`src/rtl/npu_tile_scheduler.sv`:
```
// Tile scheduler for the NPU: walks a rows x cols grid in row-major order,
// handing one tile at a time to the tile processor and tracking errors.
`timescale 1ns/1ps
module npu_tile_scheduler #(
    parameter int TIMEOUT_CYCLES = 4096
) (
    input  logic       clk,
    input  logic       rst_n,
    input  logic       cmd_valid,
    output logic       cmd_ready,
    input  logic [2:0] cmd_op,
    input  logic [2:0] cmd_rows,
    input  logic [2:0] cmd_cols,
    input  logic       abort,
    output logic       tp_start,
    output logic [2:0] tp_tile_i,
    output logic [2:0] tp_tile_j,
    output logic [2:0] tp_op_code,
    input  logic       tp_done,
    output logic       busy,
    output logic       sched_done,
    output logic       err_badop,
    output logic       err_timeout,
    output logic [6:0] tiles_done
);

    localparam int TW = (TIMEOUT_CYCLES > 2) ? $clog2(TIMEOUT_CYCLES) : 1;
    localparam logic [TW-1:0] TLAST = TW'(TIMEOUT_CYCLES - 1);

    typedef enum logic [2:0] {
        S_IDLE,
        S_ISSUE,
        S_WAIT,
        S_NEXT,
        S_FINISH,
        S_ERROR
    } state_e;

    state_e        state_q, state_d;
    logic [2:0]    op_q, op_d;
    logic [2:0]    rows_q, rows_d;
    logic [2:0]    cols_q, cols_d;
    logic [2:0]    i_q, i_d;
    logic [2:0]    j_q, j_d;
    logic [TW-1:0] timer_q, timer_d;
    logic [6:0]    tiles_q, tiles_d;
    logic          badop_q, badop_d;
    logic          tmo_q, tmo_d;
    logic          bad_pulse_q, bad_pulse_d;

    always_comb begin
        state_d     = state_q;
        op_d        = op_q;
        rows_d      = rows_q;
        cols_d      = cols_q;
        i_d         = i_q;
        j_d         = j_q;
        timer_d     = timer_q;
        tiles_d     = tiles_q;
        badop_d     = badop_q;
        tmo_d       = tmo_q;
        bad_pulse_d = 1'b0;

        unique case (state_q)
            S_IDLE: begin
                if (cmd_valid) begin
                    op_d    = cmd_op;
                    rows_d  = cmd_rows;
                    cols_d  = cmd_cols;
                    i_d     = 3'd0;
                    j_d     = 3'd0;
                    tiles_d = 7'd0;
                    tmo_d   = 1'b0;
                    if (cmd_op > 3'd4) begin
                        badop_d     = 1'b1;
                        bad_pulse_d = 1'b1;
                    end else begin
                        badop_d = 1'b0;
                        state_d = S_ISSUE;
                    end
                end
            end
            S_ISSUE: begin
                timer_d = '0;
                state_d = S_WAIT;
            end
            S_WAIT: begin
                // Completion has priority over the terminal count.
                if (tp_done) begin
                    tiles_d = tiles_q + 7'd1;
                    state_d = S_NEXT;
                end else if (timer_q == TLAST) begin
                    tmo_d   = 1'b1;
                    state_d = S_ERROR;
                end else begin
                    timer_d = timer_q + 1'b1;
                end
            end
            S_NEXT: begin
                if (j_q < cols_q) begin
                    j_d     = j_q + 3'd1;
                    state_d = S_ISSUE;
                end else if (i_q < rows_q) begin
                    j_d     = 3'd0;
                    i_d     = i_q + 3'd1;
                    state_d = S_ISSUE;
                end else begin
                    state_d = S_FINISH;
                end
            end
            S_FINISH: state_d = S_IDLE;
            S_ERROR:  state_d = S_IDLE;
            default:  state_d = S_IDLE;
        endcase

        // Abort freezes flags and the tile count where they stand.
        if (abort && state_q != S_IDLE) begin
            state_d = S_IDLE;
            tmo_d   = tmo_q;
            tiles_d = tiles_q;
        end
    end

    always_ff @(posedge clk or negedge rst_n) begin
        if (!rst_n) begin
            state_q     <= S_IDLE;
            op_q        <= 3'd0;
            rows_q      <= 3'd0;
            cols_q      <= 3'd0;
            i_q         <= 3'd0;
            j_q         <= 3'd0;
            timer_q     <= '0;
            tiles_q     <= 7'd0;
            badop_q     <= 1'b0;
            tmo_q       <= 1'b0;
            bad_pulse_q <= 1'b0;
        end else begin
            state_q     <= state_d;
            op_q        <= op_d;
            rows_q      <= rows_d;
            cols_q      <= cols_d;
            i_q         <= i_d;
            j_q         <= j_d;
            timer_q     <= timer_d;
            tiles_q     <= tiles_d;
            badop_q     <= badop_d;
            tmo_q       <= tmo_d;
            bad_pulse_q <= bad_pulse_d;
        end
    end

    assign cmd_ready   = (state_q == S_IDLE);
    assign busy        = (state_q != S_IDLE);
    assign tp_start    = (state_q == S_ISSUE);
    assign tp_tile_i   = i_q;
    assign tp_tile_j   = j_q;
    assign tp_op_code  = op_q;
    assign sched_done  = (state_q == S_FINISH) || (state_q == S_ERROR) || bad_pulse_q;
    assign err_badop   = badop_q;
    assign err_timeout = tmo_q;
    assign tiles_done  = tiles_q;

endmodule

```
`config.mk`:
```
export PLATFORM = sky130hd
export DESIGN_NAME = npu_tile_scheduler
export DESIGN_NICKNAME = d
export VERILOG_FILES = /design/src/rtl/npu_tile_scheduler.sv
export SDC_FILE = /design/constraint.sdc
export NUM_CORES = 1
export LEC_CHECK = 0
export ABC_AREA = 0
export BUFFER_PORTS_ARGS = -buffer_cell sky130_fd_sc_hd__buf_2
export CAP_MARGIN = 15
export CORE_UTILIZATION = 35
export CTS_BUF_LIST = sky130_fd_sc_hd__clkbuf_16
export DETAILED_ROUTE_END_ITERATION = 10
export PLACE_DENSITY = 0.58
export REMOVE_ABC_BUFFERS = 1
export SLEW_MARGIN = 20
export SYNTH_ARGS = -nofsm -noshare
export SYNTH_HDL_FRONTEND = slang
export SYNTH_SLANG_ARGS = --single-unit
```
`constraint.sdc`:
```
create_clock -name clk -period 2.82 [get_ports clk]
set_input_delay 0.282 -clock clk [delete_from_list [all_inputs] [get_ports clk]]
set_output_delay 0.282 -clock clk [all_outputs]
set_load 0.03 [all_outputs]
```
* Word level (Yosys, flattened, before mapping)
Index checks and enable logic that the tools add are counted.
Storage, ports and cells: bits in registers 40, latch bits 0, RAM bits 0, memory bits (read-only) 0, input port bits 14, output and inout port bits 22, logic and storage cells 79, memories 0
Cells by class: add/subtract/negate cells 4, $mul 0, div/mod/pow operators 0, magnitude comparators 3, eq/ne operators 17, shifts and indexed selects 0, muxes and demuxes 28, bitwise gates (word level) 1, reduce and logical (&&, ||, !) cells 15
Operator list (count):
- $mux W3 | 12
- $mux W12 | 2
- $pmux W12 S2 | 1
- $mux W7 | 2
- $ne A2 B2 Y1 const B | 7
- $pmux W7 S2 | 1
- $add A12 B1 Y12 const B | 1
- $eq A12 B12 Y1 const B | 1
- $pmux W3 S2 | 2
- $pmux W3 S4 | 1
- $reduce_and A3 Y1 | 3
- $reduce_and A4 Y1 | 2
- $add A7 B1 Y7 const B | 1
- $add A3 B1 Y3 const B | 2
- $eq A3 B2 Y1 const B | 2
- $eq A3 B3 Y1 const B | 2
- $lt A3 B3 Y1 | 2
- $mux W1 | 6
- $ne A3 B2 Y1 const B | 2
- $reduce_bool A2 Y1 | 3
- $reduce_and A5 Y1 | 1
- $ne A4 B4 Y1 const B | 1
- $eq A3 B1 Y1 const B | 1
- $gt A3 B3 Y1 const B | 1
- other kinds (8) | 9

* Longest topological paths before layout
word-level depth 5, mapped depth 6, gate-level depth less buffers 6

* Least setup slack after synthesis
OpenSTA, ideal clock, no wires.
path type register to register, start point register state_q[0], end point register timer_q[11], setup time 0.120 ns, arrival time 1.805 ns, required time 2.700 ns, slack 0.895 ns, stages on the path, launching flop included 7, buffers on the path 2, period minus slack after synthesis 1.925 ns, cell sequence dfrtp_1 -> buf_6 -> or4b_4 -> buf_6 -> a2111oi_4 -> nand4_1 -> and3_1
Between the ends: longest elaborated chain between the ends 3, elaborated cells between the ends (all ways) 7, those cells by class eq/ne (4); mux (1); reduce/logical (2)
RTL lines:
- start, declared | line 39 | state_e state_q, state_d;
- start signal, assigned | line 138 | state_q <= state_d;
- $eq A3 B2 Y1 or $eq A3 B1 Y1 (tied branches) | line 64 | unique case (state_q)
- $ne A2 B2 Y1 (no line) or $reduce_bool A2 Y1 (tied branches)
- $reduce_and A3 Y1 (no line)
- end signal, assigned | line 144 | timer_q <= timer_d;
- end, declared | line 45 | logic [TW-1:0] timer_q, timer_d;
Several ways; a longest one is shown, not always the timed one. A chain may end at the register's enable or synchronous reset.

* Worst setup path in the final report
start point register timer_q[1], end point register timer_q[2]
Between the ends: longest elaborated chain between the ends 4, elaborated cells between the ends (all ways) 7, those cells by class add/sub (1); eq/ne (2); mux (3); reduce/logical (1)
RTL lines:
- $add A12 B1 Y12 | line 96 | timer_d = timer_q + 1'b1;
- $mux W12 | line 92 | end else if (timer_q == TLAST) begin
- $mux W12 | line 89 | if (tp_done) begin
- $pmux W12 S2 | line 64
Several ways; a longest one is shown, not always the timed one. The select of a mux whose other input is x is not followed.

==> impl_summary.log <==
INFO  metric outcome = finished clean
INFO  metric grt-ovfl-total = 0
INFO  metric gp_congestion = 0.732
INFO  metric routed_wire_length_per_instance = 13.7 µm
INFO  metric final.setup.tns = 0 ns
INFO  metric numPortBuffers = 35
INFO  metric viasPerCell = roughly 5.3
INFO  metric grtUsageMet1 = 22.5%
INFO  metric via_count_of_the_first_global_routing_pass = 1578
INFO  metric initial_detailed_routing_violation_count = 107
INFO  metric min_clock_period_post_route = 2.12 ns
INFO  metric critPathMaxFanout = 9
INFO  metric vdd_ir_drop_max = approximately 0.00048 V
INFO  metric global_route_wire_length_before_repair = 7.62 mm
INFO  metric largest_net_degree_at_the_start_of_global_routing = 41
INFO  metric finalCritPeriodShare = 75.1%
INFO  metric tritoncts.num_buffers = 5
INFO  metric post_cts.repair.setup_buffers = 0
INFO  metric postLayoutCoreUtil = 43.4%
INFO  metric finalNetCount = 292
INFO  metric hold_path_class = primary input to async pin
INFO  metric post_synth_inst_count = 235
INFO  metric critical_path_required = 3.01 ns
INFO  metric floorplan.initialDensity = 36.7%
INFO  metric mappedNetlistArea = 2180 µm²
INFO  metric grt_util_all_layers = roughly 15%
INFO  metric rows = 28
INFO  metric design_power_total = 2230 µW
INFO  metric cts-htree-levels = 2
INFO  metric timing.final.max_slew_violations = 0
INFO  metric final_hold_violations = 0
INFO  metric synth_ff_type = dfrtp_1
INFO  metric ys_ff_latch = 40
INFO  metric global_routing_met3_resource_utilization = approximately 3.9%
INFO  metric number_of_fill_cells = 590
INFO  metric slew-limit-headroom = 40.2%
INFO  metric netlist.area_leader.share = between 40 and 50%
INFO  metric dpl.hpwl = 3.29 mm
INFO  metric io_pins = 36
INFO  metric synth_top_area_cell = dfrtp_1
INFO  metric critPathArrivalTime = about 2.3 ns
INFO  metric synthTopCellsByArea = dfrtp_1 (46%), nand2_1 (6.4%), ha_1 (4.6%), o21ai_0 (4.1%), inv_1 (2.4%)
INFO  metric antenna_cell_count = 0
INFO  metric drv.max_cap_violation_count = 0
INFO  metric root_buffer = clkbuf_16
INFO  metric dp_slack = 0.730 ns
INFO  metric timing.final.ws_setup = about 0.70 ns
INFO  metric clk_transition_reported_paths = 0.06 ns
INFO  metric r2r_start = timer_q[1]
INFO  metric setup_violations = 0
INFO  metric worst-slew-pin-transition = about 0.9 ns
INFO  metric antenna_left = 0
INFO  metric post_cts_resized = 0
INFO  metric tritoncts = built
INFO  metric most_used_routing_layer = met1
INFO  metric pwr_density_cell = 864 nW/µm²
INFO  metric cellLeakagePower = approximately 0.0013 µW
INFO  metric design.core.area = 5960 µm²
INFO  metric clk-insertion-delay-late = ~0.28 ns
INFO  metric cts-root-to-sink-buffers = 2
INFO  metric synth-edff-count = 0
INFO  metric detail_route.drc_violations = 0
INFO  metric setup.worst_path.start_class = register
INFO  metric cts.sink_count = 40
INFO  metric drt_wl_total = about 4.8 mm
INFO  metric syn-mean-instance-area = between 9 and 10 µm²
INFO  metric clock_skew = 0.0109 ns
INFO  metric postCtsHoldBufs = 0
INFO  metric chipWidth = 81.0 µm
INFO  metric rsz0062_at_grt = no
INFO  metric die_y = 81.0 µm
INFO  metric async_flop_share = 100%
INFO  metric critical_setup_path_class = register to register
INFO  metric area_delta_synth_final = 18.2%
INFO  metric synth.lib_cells_used.distinct = 43
INFO  metric grt_util_met2 = between 20% and 30%
INFO  metric first_pass_iteration_count_of_the_detailed_router = 4
INFO  metric drive_gt1_share = a little under a fifth
INFO  metric route.vias.total = 1833
INFO  metric worst_hold_slack = 0.125 ns
INFO  metric end_kind = register
INFO  metric fp.dieArea = around 6600 µm²
INFO  metric cp-startpoint = timer_q[1]
INFO  metric number_of_antenna_violations_at_the_first_check_in_global_routing = 0
INFO  metric ys_warn_count = 0
INFO  metric synth_seq_area_share = 45.8%
INFO  metric timing.fmax = roughly 470 MHz
## registers in the layout (all words and copies together) (netlist names)
name         flops
tp_op_code       3
tp_tile_i        3
err_timeout      1
tiles_done       7
rows_q           3
state_q          3
cols_q           3
bad_pulse_q      1
tp_tile_j        3
err_badop        1
timer_q         12
## final timing paths
| kind | to | slack (ns) | depth (start not counted) |
|---|---|---|---|
| max | timer_q[2] | 0.70 | 5 |
| min | tiles_done[2] | 0.12 | 1 |
| max reg2reg | timer_q[2] | 0.70 | 5 |
| min reg2reg | cols_q[0] | 0.47 | 2 |
| max in group asynchronous | state_q[1] | 2.13 | 1 |
| min in group clk | cols_q[0] | 0.18 | 3 |
## routing by layer
metal  routed length (µm)  part of all wire, %  vias to the layer above
li1                     -                    -                      923
met5                    0                    0                        -
met4                   31                 0.65                        0
met1                 2470                   52                      860
met3                  201                  4.2                        2
met2                 2050                   43                       48
## metrics by stage
step           instances  cell area [µm²]
5_1_grt              346             2580
4_1_cts              346             2580
2_1_floorplan        227             2140
3_5_place_dp         338             2410
3_3_place_gp         338             2410
6_report             346             2580
## cell usage in the layout (no fill, tap or decap), types with 2 or more instances in the layout
| cell | netlist | routed |
|---|---|---|
| a21o_1 | 3 | 3 |
| a21oi_1 | 8 | 8 |
| a22o_1 | 3 | 3 |
| a31oi_1 | 6 | 6 |
| a32oi_1 | 2 | 2 |
| and2_1 | 2 | 2 |
| and3_1 | 3 | 3 |
| and3b_1 | 2 | 2 |
| buf_2 | 1 | 35 |
| clkbuf_16 | 0 | 5 |
| dfrtp_1 | 40 | 40 |
| ha_1 | 8 | 8 |
| inv_1 | 14 | 14 |
| mux2i_1 | 5 | 5 |
| nand2_1 | 37 | 37 |
| nand3_1 | 10 | 10 |
| nand3b_1 | 2 | 2 |
| nand4_1 | 7 | 7 |
| nor2_1 | 13 | 13 |
| nor2b_1 | 6 | 6 |
| nor3_1 | 3 | 3 |
| nor4_1 | 4 | 4 |
| o2111ai_1 | 2 | 2 |
| o211ai_1 | 7 | 7 |
| o21a_1 | 3 | 3 |
| o21ai_0 | 18 | 18 |
| or4_1 | 2 | 2 |
| xor2_1 | 3 | 3 |
## cell usage after synthesis (5+ instances only)
cell type  count
mux2i_1        5
nand2_1       37
nor2_1        13
nand3_1       10
a21oi_1        8
inv_1         14
ha_1           8
a31oi_1        6
o21ai_0       18
nor2b_1        6
o211ai_1       7
clkbuf_1       5
nand4_1        7
dfrtp_1       40
## cell families after synthesis
logic type,after synthesis,share of synthesized area [%]
buffers and inverters,22,4.52
adder cells (fa/ha/maj),8,4.58
AND/OR/NAND/NOR,97,22.6
AO/OA/AOI/OAI,59,18.4
flip-flops,40,45.8
multiplexers,6,2.81
XOR/XNOR,3,1.20
## cell type report
| cell class | count | area [µm²] | area share, % |
|---|---|---|---|
| multi-input combinational | 173 | 1080 | 42.0 |
| sequential | 40 | 1000 | 38.8 |
| clock buffer | 5 | 125 | 4.84 |
| timing repair buffer | 36 | 183 | 7.07 |
| tap | 75 | 93.8 | 3.63 |
| clock inverter | 3 | 42.5 | 1.65 |
| inverter | 14 | 52.6 | 2.03 |
## worst max-delay path, cell delays in order, from the launching register on
cell and delay (ns):
dfrtp_1 0.37, ha_1 0.22, nand4_1 0.30, nor3_1 0.54, o21ai_0 0.35, o211ai_1 0.25
## power by group
part	leakage, µW	switching, µW	total [µW]	internal [µW]
registers	0.000537	99.2	786	687
logic	0.000641	545	797	251
clock network	0.0000814	231	647	416
total	0.00126	876	2230	1350
Note: power is estimated with default switching activity, not from simulation.
